==> src/rtl/input_pkg.sv <==
// -----------------------------------------------------------------------------
// input_pkg
// Shared definitions for the player-input path: the PS/2 prefix decoder state
// encoding, the special set-2 scan codes, and the WASD make codes that the
// direction-code combiner also uses.
// -----------------------------------------------------------------------------
package input_pkg;

    typedef enum logic [1:0] {
        IDLE    = 2'd0,
        BRK     = 2'd1,
        EXT     = 2'd2,
        EXT_BRK = 2'd3
    } kbd_state_t;

    localparam logic [7:0] SC_BREAK = 8'hF0;
    localparam logic [7:0] SC_EXT   = 8'hE0;
    localparam logic [7:0] SC_BAT   = 8'hAA;
    localparam logic [7:0] SC_ERR0  = 8'h00;
    localparam logic [7:0] SC_ERR1  = 8'hFF;

    localparam logic [7:0] KEY_W = 8'h1D;
    localparam logic [7:0] KEY_A = 8'h1C;
    localparam logic [7:0] KEY_S = 8'h1B;
    localparam logic [7:0] KEY_D = 8'h23;

    // Bytes the keyboard sends after a self-test or an error; any of them
    // means the held-key picture can no longer be trusted.
    function automatic logic is_table_clear_code(input logic [7:0] code);
        return (code == SC_BAT) || (code == SC_ERR0) || (code == SC_ERR1);
    endfunction

endpackage : input_pkg

==> src/rtl/prefix_timeout_counter.sv <==
// -----------------------------------------------------------------------------
// prefix_timeout_counter
// Saturating idle counter that flags an abandoned prefix sequence.
// Ports:
//   clk_i     system clock
//   rst_ni    asynchronous active-low reset
//   clear_i   restart counting (a byte arrived)
//   en_i      count this clock (a prefix is pending)
//   expire_o  high in the cycle the count has reached LIMIT-1 while enabled
// -----------------------------------------------------------------------------
module prefix_timeout_counter #(
    parameter logic [15:0] LIMIT = 16'd50000
) (
    input  logic clk_i,
    input  logic rst_ni,
    input  logic clear_i,
    input  logic en_i,
    output logic expire_o
);

    logic [15:0] cnt_q;
    logic [15:0] cnt_d;
    logic        expire_s;

    assign expire_s = en_i && (cnt_q == (LIMIT - 16'd1));
    assign expire_o = expire_s;

    // Next count: held at zero when idle, restarted on a byte or on expiry,
    // otherwise incremented without wrapping.
    always_comb begin
        cnt_d = cnt_q;
        if (clear_i || expire_s || !en_i) begin
            cnt_d = 16'd0;
        end else if (cnt_q != 16'hFFFF) begin
            cnt_d = cnt_q + 16'd1;
        end else begin
            cnt_d = cnt_q;
        end
    end

    // Count register.
    always_ff @(posedge clk_i or negedge rst_ni) begin
        if (!rst_ni) begin
            cnt_q <= 16'd0;
        end else begin
            cnt_q <= cnt_d;
        end
    end

endmodule : prefix_timeout_counter

==> src/rtl/key_press_tracker.sv <==
// -----------------------------------------------------------------------------
// key_press_tracker
// Turns the PS/2 set-2 byte stream into a two-entry held-key table in press
// order. Make/break/extended prefixes are decoded, typematic repeats are
// ignored, and extended keys are not tracked.
// Ports:
//   Clk         system clock
//   Reset_n     asynchronous active-low reset
//   scan_valid  one-cycle strobe qualifying scan_code
//   scan_code   received byte
//   keyCount    number of held keys (0..2)
//   keyCode1    oldest held make code, 00 when empty
//   keyCode2    second held make code, 00 when empty
//   table_full  keyCount == 2
//   dropped     one-cycle pulse when a new make is refused (table full)
// -----------------------------------------------------------------------------
module key_press_tracker
    import input_pkg::*;
#(
    parameter logic [15:0] PREFIX_TIMEOUT = 16'd50000,
    parameter int          MAX_KEYS       = 2
) (
    input  logic       Clk,
    input  logic       Reset_n,
    input  logic       scan_valid,
    input  logic [7:0] scan_code,
    output logic [2:0] keyCount,
    output logic [7:0] keyCode1,
    output logic [7:0] keyCode2,
    output logic       table_full,
    output logic       dropped
);

    localparam logic [2:0] FULL_CNT = 3'(MAX_KEYS);

    kbd_state_t state_q, state_d, state_eff_s;
    logic [2:0] count_q, count_d;
    logic [7:0] code1_q, code1_d;
    logic [7:0] code2_q, code2_d;
    logic       full_q, full_d;
    logic       drop_q, drop_d;
    logic       make_s, brk_s, clr_s;
    logic       expire_s;

    prefix_timeout_counter #(
        .LIMIT(PREFIX_TIMEOUT)
    ) u_timeout (
        .clk_i   (Clk),
        .rst_ni  (Reset_n),
        .clear_i (scan_valid),
        .en_i    (state_q != IDLE),
        .expire_o(expire_s)
    );

    // Prefix decoder: classifies the incoming byte as make, break or clear.
    // An expiring prefix is abandoned first, so a byte landing on that same
    // cycle is interpreted from IDLE.
    always_comb begin
        state_eff_s = expire_s ? IDLE : state_q;
        state_d     = state_eff_s;
        make_s      = 1'b0;
        brk_s       = 1'b0;
        clr_s       = 1'b0;
        if (scan_valid) begin
            case (state_eff_s)
                IDLE: begin
                    if (scan_code == SC_BREAK) begin
                        state_d = BRK;
                    end else if (scan_code == SC_EXT) begin
                        state_d = EXT;
                    end else if (is_table_clear_code(scan_code)) begin
                        clr_s = 1'b1;
                    end else begin
                        make_s = 1'b1;
                    end
                end
                BRK: begin
                    brk_s   = 1'b1;
                    state_d = IDLE;
                end
                EXT: begin
                    if (scan_code == SC_BREAK) begin
                        state_d = EXT_BRK;
                    end else begin
                        state_d = IDLE;
                    end
                end
                EXT_BRK: begin
                    state_d = IDLE;
                end
                default: begin
                    state_d = IDLE;
                end
            endcase
        end else begin
            state_d = state_eff_s;
        end
    end

    // Held-key table update. A code is only matched against occupied slots,
    // and a break of the oldest key shifts the younger one down so press
    // order is kept.
    always_comb begin
        count_d = count_q;
        code1_d = code1_q;
        code2_d = code2_q;
        drop_d  = 1'b0;
        if (clr_s) begin
            count_d = 3'd0;
            code1_d = 8'h00;
            code2_d = 8'h00;
        end else if (make_s) begin
            if (((count_q != 3'd0) && (scan_code == code1_q)) ||
                ((count_q == 3'd2) && (scan_code == code2_q))) begin
                count_d = count_q;
            end else if (count_q == 3'd0) begin
                code1_d = scan_code;
                count_d = 3'd1;
            end else if (count_q == 3'd1) begin
                code2_d = scan_code;
                count_d = 3'd2;
            end else begin
                drop_d = 1'b1;
            end
        end else if (brk_s) begin
            if ((count_q != 3'd0) && (scan_code == code1_q)) begin
                code1_d = code2_q;
                code2_d = 8'h00;
                count_d = count_q - 3'd1;
            end else if ((count_q == 3'd2) && (scan_code == code2_q)) begin
                code2_d = 8'h00;
                count_d = count_q - 3'd1;
            end else begin
                count_d = count_q;
            end
        end else begin
            count_d = count_q;
        end
        full_d = (count_d == FULL_CNT);
    end

    // State and table registers; every output comes straight from here.
    always_ff @(posedge Clk or negedge Reset_n) begin
        if (!Reset_n) begin
            state_q <= IDLE;
            count_q <= 3'd0;
            code1_q <= 8'h00;
            code2_q <= 8'h00;
            full_q  <= 1'b0;
            drop_q  <= 1'b0;
        end else begin
            state_q <= state_d;
            count_q <= count_d;
            code1_q <= code1_d;
            code2_q <= code2_d;
            full_q  <= full_d;
            drop_q  <= drop_d;
        end
    end

    assign keyCount   = count_q;
    assign keyCode1   = code1_q;
    assign keyCode2   = code2_q;
    assign table_full = full_q;
    assign dropped    = drop_q;

endmodule : key_press_tracker

==> config.mk <==
export PLATFORM = sky130hd
export DESIGN_NAME = key_press_tracker
export DESIGN_NICKNAME = d
export VERILOG_FILES = /design/src/rtl/input_pkg.sv /design/src/rtl/prefix_timeout_counter.sv /design/src/rtl/key_press_tracker.sv
export SDC_FILE = /design/constraint.sdc
export NUM_CORES = 1
export LEC_CHECK = 0
export BUFFER_PORTS_ARGS = -buffer_cell sky130_fd_sc_hd__buf_2
export CORE_MARGIN = 4
export CORE_UTILIZATION = 35
export CTS_CLUSTER_SIZE = 8
export DETAILED_ROUTE_END_ITERATION = 10
export MAX_ROUTING_LAYER = met4
export PLACE_DENSITY = 0.53
export SLEW_MARGIN = 40
export SYNTH_ARGS = -nofsm -noshare
export SYNTH_HDL_FRONTEND = slang
export SYNTH_SLANG_ARGS = --single-unit
==> constraint.sdc <==
create_clock -name Clk -period 2.4 [get_ports Clk]
set_input_delay 0.24 -clock Clk [delete_from_list [all_inputs] [get_ports Clk]]
set_output_delay 0.24 -clock Clk [all_outputs]
set_load 0.1 [all_outputs]
==> results by group <==
Clocking
  • Worst skew pair latency: 0.29 ns
  • Sink Count: 39
  • H-tree depth: 2
  • Clock Path Buffers: 2
  • Clk root buf: clkbuf_8
  • CTS Buf Count: 5
  • Clk slew on worst S/H paths: 0.07 ns
  • CTS tree: done

Worst setup path
  • Crit path buffers/inverters: 2
  • Setup crit end kind: register
  • CP startpoint kind: register
  • CP Launch Point: u_timeout.cnt_q[11]$_DFFE_PN0P_
  • Crit-path leading delay family: simple AND/OR/NAND/NOR gates
  • R2r startpoint: u_timeout.cnt_q[11]$_DFFE_PN0P_
  • Cell mode on critical path: nor2_2
  • Crit path kind: reg -> reg
  • Worst path max stage delay: 0.55 ns
  • WP data required: 2.57 ns
  • Arrival @ worst endpoint: 2.58 ns
  • Crit-path cells: or4_4, nor4_4, buf_6, o211ai_4, nor2_2, o21a_1, nor2_2, buf_12, mux2_2
  • Crit-path max FO: 8
  • FF-to-FF setup slack: -0.01 ns
  • Critical Path Slowest Stage Cell: or4_4

Power and ir drop
  • Pleak: 1.40 nW
  • Pwr Total: 0.00347 W
  • Peak supply drop: 0.923 mV
  • Power density over the cells: 1140 nW/um^2

Synth
  • Synth top area cells: dfrtp_1, mux2_2, xor2_1
  • Main synth FF type: dfrtp_1
  • Post-synth top area share: 42.0%
  • Cells after synthesis: 230
  • Synthesized area per cell: 10.1 sq um
  • Syn Std Cell Area: 2320 sq um
  • Most frequent cell after synthesis: dfrtp_1
  • Largest area contributor in the netlist: dfrtp_1
  • Post-Syn Nets: 246
  • Async set-or-reset flop fraction in the synthesized netlist: 100%
  • Post-synth EDFFs: 0
  • Most frequent cells after synthesis: dfrtp_1, nor2_1, xor2_1
  • Flops & latches, synth: 39
  • Yosys cell types: 45
  • Sequential element share of the synthesized area: 42.0%
  • Yosys Warn Count: 0

Detailed routing
  • DRC: 0
  • Initial DRC count: 49
  • DR vias: 1,883
  • Total routed wirelength: 5.58 mm
  • Drt pass-1 iters: 4
  • Vias/cell: 5.03
  • Post-route ant nets: 0
  • WL/cell: 14.9 um

Die
  • Core area: 6390 sq um
  • Number of core rows: 29
  • Die Y: 89.5 um
  • DIE WIDTH: 89.5 um
  • # IOs: 32
  • Die Area: 8000 sq um
  • Initial core utilization: 36.4%

Timing
  • Count of final max-slew check failures: 0
  • Final period util: 100%
  • Worst setup margin: -0.0113 ns
  • Hold Fails Final Rpt: 0
  • Relative max-transition margin: 67.0%
  • Hold Slack: 0.275 ns
  • # setup viols final: 3
  • RSZ-0062 raised after global routing: true
  • Tightest Pin Transition: 0.495 ns
  • Max Freq: 0.415 GHz
  • Fin crit period: 2.41 ns
  • Final Skew: 0.00732 ns

GRT
  • Initial antenna violation count: 0
  • Grt total ovfl: 0
  • Largest net degree at the start of global routing: 40
  • Gr usage total: 15.0%
  • First-pass GRT wire length: 8.99 mm
  • Vias in the first global route: 1,859

Finish
  • Share of post-route cells with drive strength above 1: 41.4%
  • Final cell count without fillers: 374
  • Ant diodes: 0
  • Area grow syn2layout: 30.7%
  • Multi-input gate area: 1370 sq um
  • Fin nets: 312
  • Register Area: 1000 sq um
  • Fill cells: 626
  • Final instance area: 3030 sq um
  • Core Util, Final: 47.5%

Run status
  • Status: finished with violations
  • Violated checks: negative setup slack

Placed design
  • Final Wtd Congestion: 0.811
  • Placement Cell Area: 2800 sq um
  • Post-DP HPWL: 4.08 mm
  • PortBufs: 31
  • Cells after DPL: 361

Job
  • Maximum capacitance violations: 0

Worst hold path
  • Hold Path Origin: scan_valid
  • Worst Hold Class: in -> reg
## cell usage in the layout (no fill, tap or decap), types with 2 or more instances in the layout
master and count:
and3_1 9, nor3_1 6, o21ai_0 6, nand3b_1 2, nor2_2 2, mux2_2 8, inv_1 11, ha_1 5
mux2i_1 2, xnor2_1 6, nand2_1 15, buf_2 30, dfrtp_1 21, nand4b_1 2, nor4_1 6, nand4_1 5
or4_4 2, a21oi_1 3, or3_1 4, nand3_1 5, xor2_1 19, buf_4 27, a21o_1 8, dfrtp_2 17
o41ai_1 2, buf_6 5, mux2_4 8, o21ai_1 2, nor2_1 21, clkbuf_8 6, o21ba_2 2, nor4_4 2
## logic make-up after synthesis
kind of cell | count (synthesis) | synth area share, %
xor gates and xnor gates | 25 | 9.43
adders and majority gates | 5 | 2.69
DFF | 39 | 42.0
buffers and inverters | 16 | 2.69
muxes | 19 | 9.05
AOI/OAI and AO/OA | 37 | 12.4
and+or+nand+nor | 89 | 21.7
## through the flow
| stage | setup TNS, ns | setup slack, ns |
|---|---|---|
| floorplan | 0 | 0.00212 |
| global placement | -0.180 | -0.0250 |
| detailed placement | -0.789 | -0.0671 |
| CTS | 0 | 0.00275 |
| global route | -1.23 | -0.117 |
| finish | -0.0241 | -0.0113 |
## layout make-up
| type | count | share of cell area, % |
|---|---|---|
| clock inverters | 1 | 0.165 |
| clock buffers | 7 | 2.85 |
| multi-input cells | 175 | 45.0 |
| inverters | 11 | 1.36 |
| well taps | 77 | 3.18 |
| repair buffers | 64 | 14.5 |
| flip-flops and latches | 39 | 33.0 |
## final timing paths
kind                                                end  cells past startpoint
worst max-delay path            keyCode1[1]$_DFFE_PN0P_                      9
worst min-delay path               state_q[0]$_DFF_PN0_                      3
worst max register to register  keyCode1[1]$_DFFE_PN0P_                      9
worst min register to register  keyCode1[7]$_DFFE_PN0P_                      1
max in group asynchronous         keyCount[0]$_DFF_PN0_                      2
min in group asynchronous       keyCode2[6]$_DFFE_PN0P_                      2
## layer usage
layer / routed length, um / part of all wire [%] / track usage [%]
met5: 0 / 0 / -
met2: 2780 / 50 / 24.1
met3: 152 / 2.7 / 3.04
met4: 74 / 1.3 / 5.01
met1: 2570 / 46 / 18.7
## state kept, by name, indices dropped and copies added (netlist names)
| signal | cells |
|---|---|
| u_timeout.cnt_q | 16 |
| keyCode1 | 8 |
| keyCode2 | 8 |
| keyCount | 3 |
| state_q | 2 |
| dropped | 1 |
| table_full | 1 |
## power breakdown
| part | internal [W] | switching [W] | leakage, nW |
|---|---|---|---|
| combinational | 0.000502 | 0.00152 | 0.853 |
| clock | 0.000232 | 0.000218 | 0.0482 |
| sequential | 0.000843 | 0.000157 | 0.495 |
| total | 0.00158 | 0.00189 | 1.40 |
## timing repair
item,in CTS,in global routing
endpoints found under the setup margin,17,21
hold buffers,1,0
gates resized for setup,1,24
endpoints found under the hold margin,39,0
setup buffers,0,4
pin swaps,1,6
## worst min-delay path, stage by stage
cell	delay, ns
buf_2	0.14
nand3_1	0.07
o21ai_0	0.06
No activity file was read; power rests on OpenSTA's default activity.
